**config.mk**
```make
export PLATFORM = sky130hd
export DESIGN_NAME = pipe_hazard_unit
export DESIGN_NICKNAME = d
export VERILOG_FILES = /design/src/rtl/pipe_hazard_unit.sv
export SDC_FILE = /design/constraint.sdc
export NUM_CORES = 1
export LEC_CHECK = 0
export BUFFER_PORTS_ARGS = -buffer_cell sky130_fd_sc_hd__buf_2
export CORE_MARGIN = 2
export CORE_UTILIZATION = 25
export DETAILED_ROUTE_END_ITERATION = 12
export PLACE_DENSITY_LB_ADDON = 0.05
export SETUP_SLACK_MARGIN = 0.02
export SKIP_LAST_GASP = 1
export SLEW_MARGIN = 20
export SYNTH_ARGS = -nofsm -noshare
export SYNTH_HDL_FRONTEND = slang
export SYNTH_SLANG_ARGS = --single-unit
```
**constraint.sdc**
```tcl
create_clock -name clk_i -period 2.3 [get_ports clk_i]
set_input_delay 0.23 -clock clk_i [delete_from_list [all_inputs] [get_ports clk_i]]
set_output_delay 0.23 -clock clk_i [all_outputs]
set_load 0.02 [all_outputs]
```
**src/rtl/pipe_hazard_unit.sv**
```systemverilog
// Hazard and forwarding controller for a 5-stage pipeline: tracks in-flight
// destinations EX..WB, selects EX forwarding sources, and issues stalls/flushes.
module pipe_hazard_unit #(
  parameter int NUM_STAGES = 3,
  parameter int MEM_LAT    = 1,
  parameter int RA_W       = 5,
  parameter int SEL_W      = 2,
  parameter int CNT_W      = 16
) (
  input  logic             clk_i,
  input  logic             rst_i,
  input  logic             freeze_i,
  input  logic             id_valid_i,
  input  logic [RA_W-1:0]  id_rs_i,
  input  logic [RA_W-1:0]  id_rt_i,
  input  logic             id_use_rs_i,
  input  logic             id_use_rt_i,
  input  logic [RA_W-1:0]  id_dest_i,
  input  logic             id_regwrite_i,
  input  logic             id_memread_i,
  input  logic             ex_br_taken_i,
  output logic             pc_hold_o,
  output logic             ifid_flush_o,
  output logic             idex_bubble_o,
  output logic [SEL_W-1:0] fwd_a_sel_o,
  output logic [SEL_W-1:0] fwd_b_sel_o,
  output logic             id_byp_a_o,
  output logic             id_byp_b_o,
  output logic [CNT_W-1:0] stall_cnt_o,
  output logic [CNT_W-1:0] flush_cnt_o
);

  logic            valid_q    [NUM_STAGES];
  logic            valid_d    [NUM_STAGES];
  logic [RA_W-1:0] dest_q     [NUM_STAGES];
  logic [RA_W-1:0] dest_d     [NUM_STAGES];
  logic            regwrite_q [NUM_STAGES];
  logic            regwrite_d [NUM_STAGES];
  logic            memread_q  [NUM_STAGES];
  logic            memread_d  [NUM_STAGES];

  logic [RA_W-1:0] ex_rs_q, ex_rs_d;
  logic [RA_W-1:0] ex_rt_q, ex_rt_d;
  logic            ex_use_rs_q, ex_use_rs_d;
  logic            ex_use_rt_q, ex_use_rt_d;

  logic [CNT_W-1:0] stall_cnt_q, stall_cnt_d;
  logic [CNT_W-1:0] flush_cnt_q, flush_cnt_d;

  logic load_stall;
  logic flush;
  logic stall;

  function automatic logic match(input logic v, input logic rw,
                                 input logic [RA_W-1:0] dest,
                                 input logic [RA_W-1:0] r, input logic use_r);
    return v & rw & use_r & (dest == r) & (r != '0);
  endfunction

  // A load still inside its latency window cannot be forwarded yet.
  always_comb begin
    load_stall = 1'b0;
    for (int k = 0; k < MEM_LAT; k++) begin
      if (memread_q[k] &&
          (match(valid_q[k], regwrite_q[k], dest_q[k], id_rs_i, id_use_rs_i) ||
           match(valid_q[k], regwrite_q[k], dest_q[k], id_rt_i, id_use_rt_i)))
        load_stall = 1'b1;
    end
    load_stall = load_stall & id_valid_i;
    flush      = ex_br_taken_i & ~freeze_i;
    stall      = load_stall & ~flush & ~freeze_i;
  end

  assign pc_hold_o     = freeze_i | stall;
  assign ifid_flush_o  = flush;
  assign idex_bubble_o = flush | stall;

  // Scan oldest to youngest so the youngest eligible producer wins.
  always_comb begin
    fwd_a_sel_o = '0;
    fwd_b_sel_o = '0;
    for (int k = NUM_STAGES - 1; k >= 1; k--) begin
      if (!(memread_q[k] && (k <= MEM_LAT))) begin
        if (match(valid_q[k], regwrite_q[k], dest_q[k], ex_rs_q, ex_use_rs_q))
          fwd_a_sel_o = SEL_W'(k);
        if (match(valid_q[k], regwrite_q[k], dest_q[k], ex_rt_q, ex_use_rt_q))
          fwd_b_sel_o = SEL_W'(k);
      end
    end
  end

  assign id_byp_a_o = id_valid_i &
    match(valid_q[NUM_STAGES-1], regwrite_q[NUM_STAGES-1], dest_q[NUM_STAGES-1],
          id_rs_i, id_use_rs_i);
  assign id_byp_b_o = id_valid_i &
    match(valid_q[NUM_STAGES-1], regwrite_q[NUM_STAGES-1], dest_q[NUM_STAGES-1],
          id_rt_i, id_use_rt_i);

  assign stall_cnt_o = stall_cnt_q;
  assign flush_cnt_o = flush_cnt_q;

  always_comb begin
    for (int k = 0; k < NUM_STAGES; k++) begin
      valid_d[k]    = valid_q[k];
      dest_d[k]     = dest_q[k];
      regwrite_d[k] = regwrite_q[k];
      memread_d[k]  = memread_q[k];
    end
    ex_rs_d     = ex_rs_q;
    ex_rt_d     = ex_rt_q;
    ex_use_rs_d = ex_use_rs_q;
    ex_use_rt_d = ex_use_rt_q;
    stall_cnt_d = stall_cnt_q;
    flush_cnt_d = flush_cnt_q;

    if (!freeze_i) begin
      for (int k = 1; k < NUM_STAGES; k++) begin
        valid_d[k]    = valid_q[k-1];
        dest_d[k]     = dest_q[k-1];
        regwrite_d[k] = regwrite_q[k-1];
        memread_d[k]  = memread_q[k-1];
      end
      if (flush || stall) begin
        valid_d[0]    = 1'b0;
        dest_d[0]     = '0;
        regwrite_d[0] = 1'b0;
        memread_d[0]  = 1'b0;
        ex_rs_d       = '0;
        ex_rt_d       = '0;
        ex_use_rs_d   = 1'b0;
        ex_use_rt_d   = 1'b0;
      end else begin
        valid_d[0]    = id_valid_i;
        dest_d[0]     = id_dest_i;
        regwrite_d[0] = id_regwrite_i;
        memread_d[0]  = id_memread_i;
        ex_rs_d       = id_rs_i;
        ex_rt_d       = id_rt_i;
        ex_use_rs_d   = id_use_rs_i;
        ex_use_rt_d   = id_use_rt_i;
      end
      if (stall && (stall_cnt_q != '1))
        stall_cnt_d = stall_cnt_q + CNT_W'(1);
      if (flush && (flush_cnt_q != '1))
        flush_cnt_d = flush_cnt_q + CNT_W'(1);
    end
  end

  always_ff @(posedge clk_i or posedge rst_i) begin
    if (rst_i) begin
      for (int k = 0; k < NUM_STAGES; k++) begin
        valid_q[k]    <= 1'b0;
        dest_q[k]     <= '0;
        regwrite_q[k] <= 1'b0;
        memread_q[k]  <= 1'b0;
      end
      ex_rs_q     <= '0;
      ex_rt_q     <= '0;
      ex_use_rs_q <= 1'b0;
      ex_use_rt_q <= 1'b0;
      stall_cnt_q <= '0;
      flush_cnt_q <= '0;
    end else begin
      for (int k = 0; k < NUM_STAGES; k++) begin
        valid_q[k]    <= valid_d[k];
        dest_q[k]     <= dest_d[k];
        regwrite_q[k] <= regwrite_d[k];
        memread_q[k]  <= memread_d[k];
      end
      ex_rs_q     <= ex_rs_d;
      ex_rt_q     <= ex_rt_d;
      ex_use_rs_q <= ex_use_rs_d;
      ex_use_rt_q <= ex_use_rt_d;
      stall_cnt_q <= stall_cnt_d;
      flush_cnt_q <= flush_cnt_d;
    end
  end

endmodule
```
; Word level (Yosys, flattened, before mapping)
; Cells that the tools add are included.
; Widths: inputs -> output; s select.
[word_totals]
ff_bits = 67
in_bits = 24
output_inout_bits = 41
wordCells = 92
[classes]
addsub = 2
eq_ne = 10
n_mux = 15
bitwise = 37
n_reduce_logical = 11
[ops]
columns = cell, n
row1 = $eq 5x5->1, 8
row2 = $and 1x1->1, 33
row3 = $add 16x1->16 const B, 2
row4 = $ne 16x16->1 const B, 2
row5 = $reduce_bool 5->1, 4
row6 = $mux 5, 3
row7 = $mux 2, 6
row8 = $mux 1, 6
row9 = $reduce_and 2->1, 2
row10 = $logic_and 1x1->1, 3
row11 = $logic_or 1x1->1, 2
row12 = $not 1->1, 2
row13 = $or 1x1->1, 2

; Logic depth before layout (Yosys ltp)
[logic_depth]
word_depth = 12
ltp_mapped = 7
ltp_nobuf = 6

; Worst setup path after synthesis
; OpenSTA, ideal clock, no wires.
[synth_timing]
kind = flip-flop to output port
from = register ex_rs_q[1]
to = output port fwd_a_sel_o[1]
arrival_ns = 1.794
required_time_ns = 2.070
setup_slack_ns = 0.276
stages_incl_launch_ff = 5
path_buffers = 0
path_cell_list = dfrtp_1 -> or4_1 -> o21ai_0 -> nor4_1 -> nor3_1
[synth_between]
elab_chain_cells = 6
word_cells_on_any_way = 10
cone_classes = 2 x eq/ne / 3 x mux / 4 x bitwise / 1 x reduce/logical
[synth_lines]
columns = element, line_no
row1 = start: declaration, 42  ; logic [RA_W-1:0] ex_rs_q, ex_rs_d;
row2 = start signal: assignment, 170  ; ex_rs_q <= ex_rs_d;
row3 = $eq 5x5->1, 57  ; return v & rw & use_r & (dest == r) & (r != '0);
row4 = $and 1x1->1 (2 in a row), 57
row5 = $mux 2 (2 in a row), 84  ; if (match(valid_q[k], regwrite_q[k], dest_q[k], ex_rs_q, ex_use_rs_q))
row6 = $mux 2 (*), 83  ; if (!(memread_q[k] && (k <= MEM_LAT))) begin
row7 = end: declaration, 25  ; output logic [SEL_W-1:0] fwd_a_sel_o,
; Every way passes the cells marked *; elsewhere a longest branch is shown, timed or not.

; Worst setup path in the final report
[layout_timing]
from = register dest_q[14] (netlist bit)
to = output port pc_hold_o
[layout_between]
elab_chain_cells = 10
word_cells_on_any_way = 13
cone_classes = 2 x eq/ne / 1 x mux / 8 x bitwise / 2 x reduce/logical
[layout_lines]
columns = element, line_no
row1 = start: declaration, 35  ; logic [RA_W-1:0] dest_q [NUM_STAGES];
row2 = start signal: indexed assignment, 166  ; dest_q[k] <= dest_d[k];
row3 = $eq 5x5->1, 57
row4 = $and 1x1->1 (2 in a row), 57
row5 = $logic_or 1x1->1 (*), 65  ; (match(valid_q[k], regwrite_q[k], dest_q[k], id_rs_i, id_use_rs_i) ||
row6 = $logic_and 1x1->1 (*), 64  ; if (memread_q[k] &&
row7 = $mux 1 (*), 64
row8 = $and 1x1->1 (*), 69  ; load_stall = load_stall & id_valid_i;
row9 = $and 1x1->1 (*) (2 in a row), 71  ; stall = load_stall & ~flush & ~freeze_i;
row10 = $or 1x1->1 (*), 74  ; assign pc_hold_o = freeze_i | stall;
row11 = end: declaration, 22  ; output logic pc_hold_o,
; Marked as above.

==> flow_metrics.env <==
export IMPL_diodes=0
export IMPL_maxCapViolations=0
export IMPL_routedWlPerCell_um=17.2
export IMPL_fin_skew_ns=0.00621
export IMPL_min_period_ns=2.18
export IMPL_io_buffer_count=64
export IMPL_ir_drop_mv=0.315
export IMPL_p_leak_nw=2.09
export IMPL_cts_root_buf="clkbuf_16"
export IMPL_critPathMaxStageDelay_ns=0.42
export IMPL_drive_gt1_share_pct=34.7
export IMPL_synth_largest_area_cell="dfrtp_1"
export IMPL_wl_um=9680
export IMPL_cp_arrival_ns=1.95
export IMPL_drtIter0Drc=100
export IMPL_path_clk_slew_ns=0.06
export IMPL_outcome="complete, no violations"
export IMPL_grt_antenna_before_repair=1
export IMPL_netlist_area_mm2=0.00350
export IMPL_yosysWarningCount=0
export IMPL_design_area_mm2=0.00446
export IMPL_tightest_slew_ns=0.532
export IMPL_synthArstFlopShare_pct=100
export IMPL_syn2layout_area_growth_pct=27.3
export IMPL_synth_compound_area_share_pct=7.85
export IMPL_synth_flop_cell="dfrtp_1"
export IMPL_hold_path_class="input port to register"
export IMPL_synth_top_family_by_area="simple AND/OR/NAND/NOR gates"
export IMPL_cts_tree="done"
export IMPL_num_rows=43
export IMPL_yosys_top_cells_count="dfrtp_1 (67), xor2_1 (36), xnor2_1 (32)"
export IMPL_holdWs_ns=0.106
export IMPL_route_detailed_drc=0
export IMPL_yosysMostFrequentCell="dfrtp_1"
export IMPL_place_hpwl_um=7090
export IMPL_cp_num_buf_inv=1
export IMPL_synthXorXnorAreaFrac_pct=17.0
export IMPL_syn_nets=332
export IMPL_netlist_instances=306
export IMPL_max_freq_mhz=460
export IMPL_critPathTopFamily="simple AND/OR/NAND/NOR gates"
export IMPL_clock_sinks=67
export IMPL_setup_viol_count_final=0
export IMPL_synth_mux_area_share_pct=6.21
export IMPL_fin_cells=563
export IMPL_cts_made_buffers=9
export IMPL_path_class="register to output pin"
export IMPL_slew_viol_final=0
export IMPL_firstDrtPassIters=4
export IMPL_syn_avg_cell_area_um2=11.5
export IMPL_synth_adder_area_share_pct=0.714
export IMPL_ant_nets=0
export IMPL_grt_max_degree=39
export IMPL_dp_cells=547
export IMPL_final_nets=405
export IMPL_die_area_mm2=0.0150
export IMPL_via_per_inst=4.66
export IMPL_grt_pass1_wl_um=15400
export IMPL_grt_pass1_vias=2667
export IMPL_placed_area_mm2=0.00409
export IMPL_final_util_pct=32.4
export IMPL_grt_total_usage_pct=13.8
export IMPL_relSlewSlack_pct=64.5
export IMPL_synth_top_area_share_pct=47.8
export IMPL_fillers=1474
export IMPL_fp_dieW_um=122
export IMPL_finalHoldViolCount=0
export IMPL_dr_total_vias=2623
export IMPL_fp_dieH_um=122
export IMPL_end_kind="output pin"
export IMPL_synth_simple_area_share_pct=17.9
export IMPL_cts_htree_levels=3
export IMPL_cp_max_fo=4
export IMPL_synth_enable_flop_cells=0
export IMPL_crit_path_cell_trace="xor2_1 > nor4_2 > a32o_2 > nand2_1 > o21bai_1 > buf_4"
export IMPL_overflow=0
export IMPL_fin_total_pwr_mw=3.60
export IMPL_cpMaxStageDelayCell="dfrtp_1"
export IMPL_synth_seq_area_share_pct=47.8
export IMPL_synth_area_top_cells="dfrtp_1 (48%), xor2_1 (9.0%), xnor2_1 (8.0%)"
export IMPL_p_per_area_mw_per_mm2=808
export IMPL_synth_seq_cells=67
export IMPL_coreArea_mm2=0.0138
export IMPL_cp_required_ns=2.07
export IMPL_start_util_pct=25.4
export IMPL_gp_congestion=0.769
export IMPL_rsz0062_at_grt="yes"
export IMPL_cts_buffer_depth=2
export IMPL_ioPinCount=65
export IMPL_post_route_period_util_pct=94.6
export IMPL_crit_path_start_kind="register"
export IMPL_clock_latency_ns=0.33
export IMPL_synth_cell_types=44
worst reg2reg max path, stage by stage, from the launching register on:
cell	delay (ns)
dfrtp_1	0.43
and4_1	0.26
nand3_1	0.14
or3_1	0.44
nor4b_2	0.27
mux2_2	0.36
routing by layer:
metal	vias to the layer above	wire, um	global-route usage [%]
met5	-	13	0
met4	2	109	4.31
met3	11	339	3.76
met2	36	4420	20.6
met1	1313	4790	19.5
li1	1261	-	-
state kept, by name, summed over array words and instances, names as in the netlist:
register     count
dest_q          15
ex_rs_q          5
ex_rt_q          5
ex_use_rs_q      1
ex_use_rt_q      1
flush_cnt_o     16
memread_q        2
regwrite_q       3
stall_cnt_o     16
valid_q          3
cells in the final DEF (no fill, tap or decap), drive strengths merged, types with 5 or more instances in the layout:
| cell type | n |
|---|---|
| buf | 75 |
| dfrtp | 67 |
| xor2 | 36 |
| xnor2 | 32 |
| nand2 | 20 |
| nand4 | 19 |
| mux2 | 19 |
| a22o | 19 |
| nor4 | 17 |
| clkbuf | 11 |
| nor3 | 10 |
| nand3 | 9 |
| nor2 | 7 |
| inv | 5 |
cells by family (layout without fill, tap and decap cells):
| family | count (synthesis) | after routing |
|---|---|---|
| compound gates | 29 | 29 |
| xor+xnor | 68 | 68 |
| fa+ha+maj | 2 | 2 |
| buf+inv | 19 | 96 |
| flops | 67 | 67 |
| mux | 19 | 19 |
| simple gates | 102 | 102 |
cell type report:
class | instances | area, um2 | share of cell area [%]
multi-input cells | 220 | 1750 | 39.1
flip-flops and latches | 67 | 1680 | 37.6
repair buffers | 76 | 443 | 9.93
clock buffers | 11 | 253 | 5.66
well taps | 180 | 225 | 5.05
clock inverters | 4 | 97.6 | 2.19
inverters | 5 | 18.8 | 0.421
path summary, 6_finish.rpt:
check	slack, ns	start	depth (start not counted)	end
min in group asynchronous	0.49	rst_i	3	stall_cnt_o[3]
min reg2reg	0.49	flush_cnt_o[10]	1	flush_cnt_o[10]
max in group asynchronous	1.22	rst_i	4	stall_cnt_o[12]
min	0.11	id_regwrite_i	2	regwrite_q[2]
max	0.12	dest_q[14]	6	pc_hold_o
max reg2reg	0.28	stall_cnt_o[2]	5	stall_cnt_o[12]
power breakdown:
group,leakage (nW),total [mW],switching [mW],internal (mW)
registers,0.887,1.47,0.176,1.29
logic,1.03,0.518,0.273,0.246
clock network,0.168,1.62,0.509,1.11
total,2.09,3.60,0.958,2.65
timing repair:
action / CTS / global route
hold buffers: 1 / 0
setup endpoints to repair: 0 / 4
hold endpoints to repair: 18 / 0
setup buffers: 0 / 0
resized for setup: 0 / 6
per-stage QoR:
step | TNS [ns] | worst slack (ns)
after floorplan | 0 | 0.276
after global placement | 0 | 0.237
after detailed placement | 0 | 0.221
after CTS | 0 | 0.0354
after global routing | -0.0308 | -0.0308
final | 0 | 0.125
Note: power is estimated with default switching activity, not from simulation.
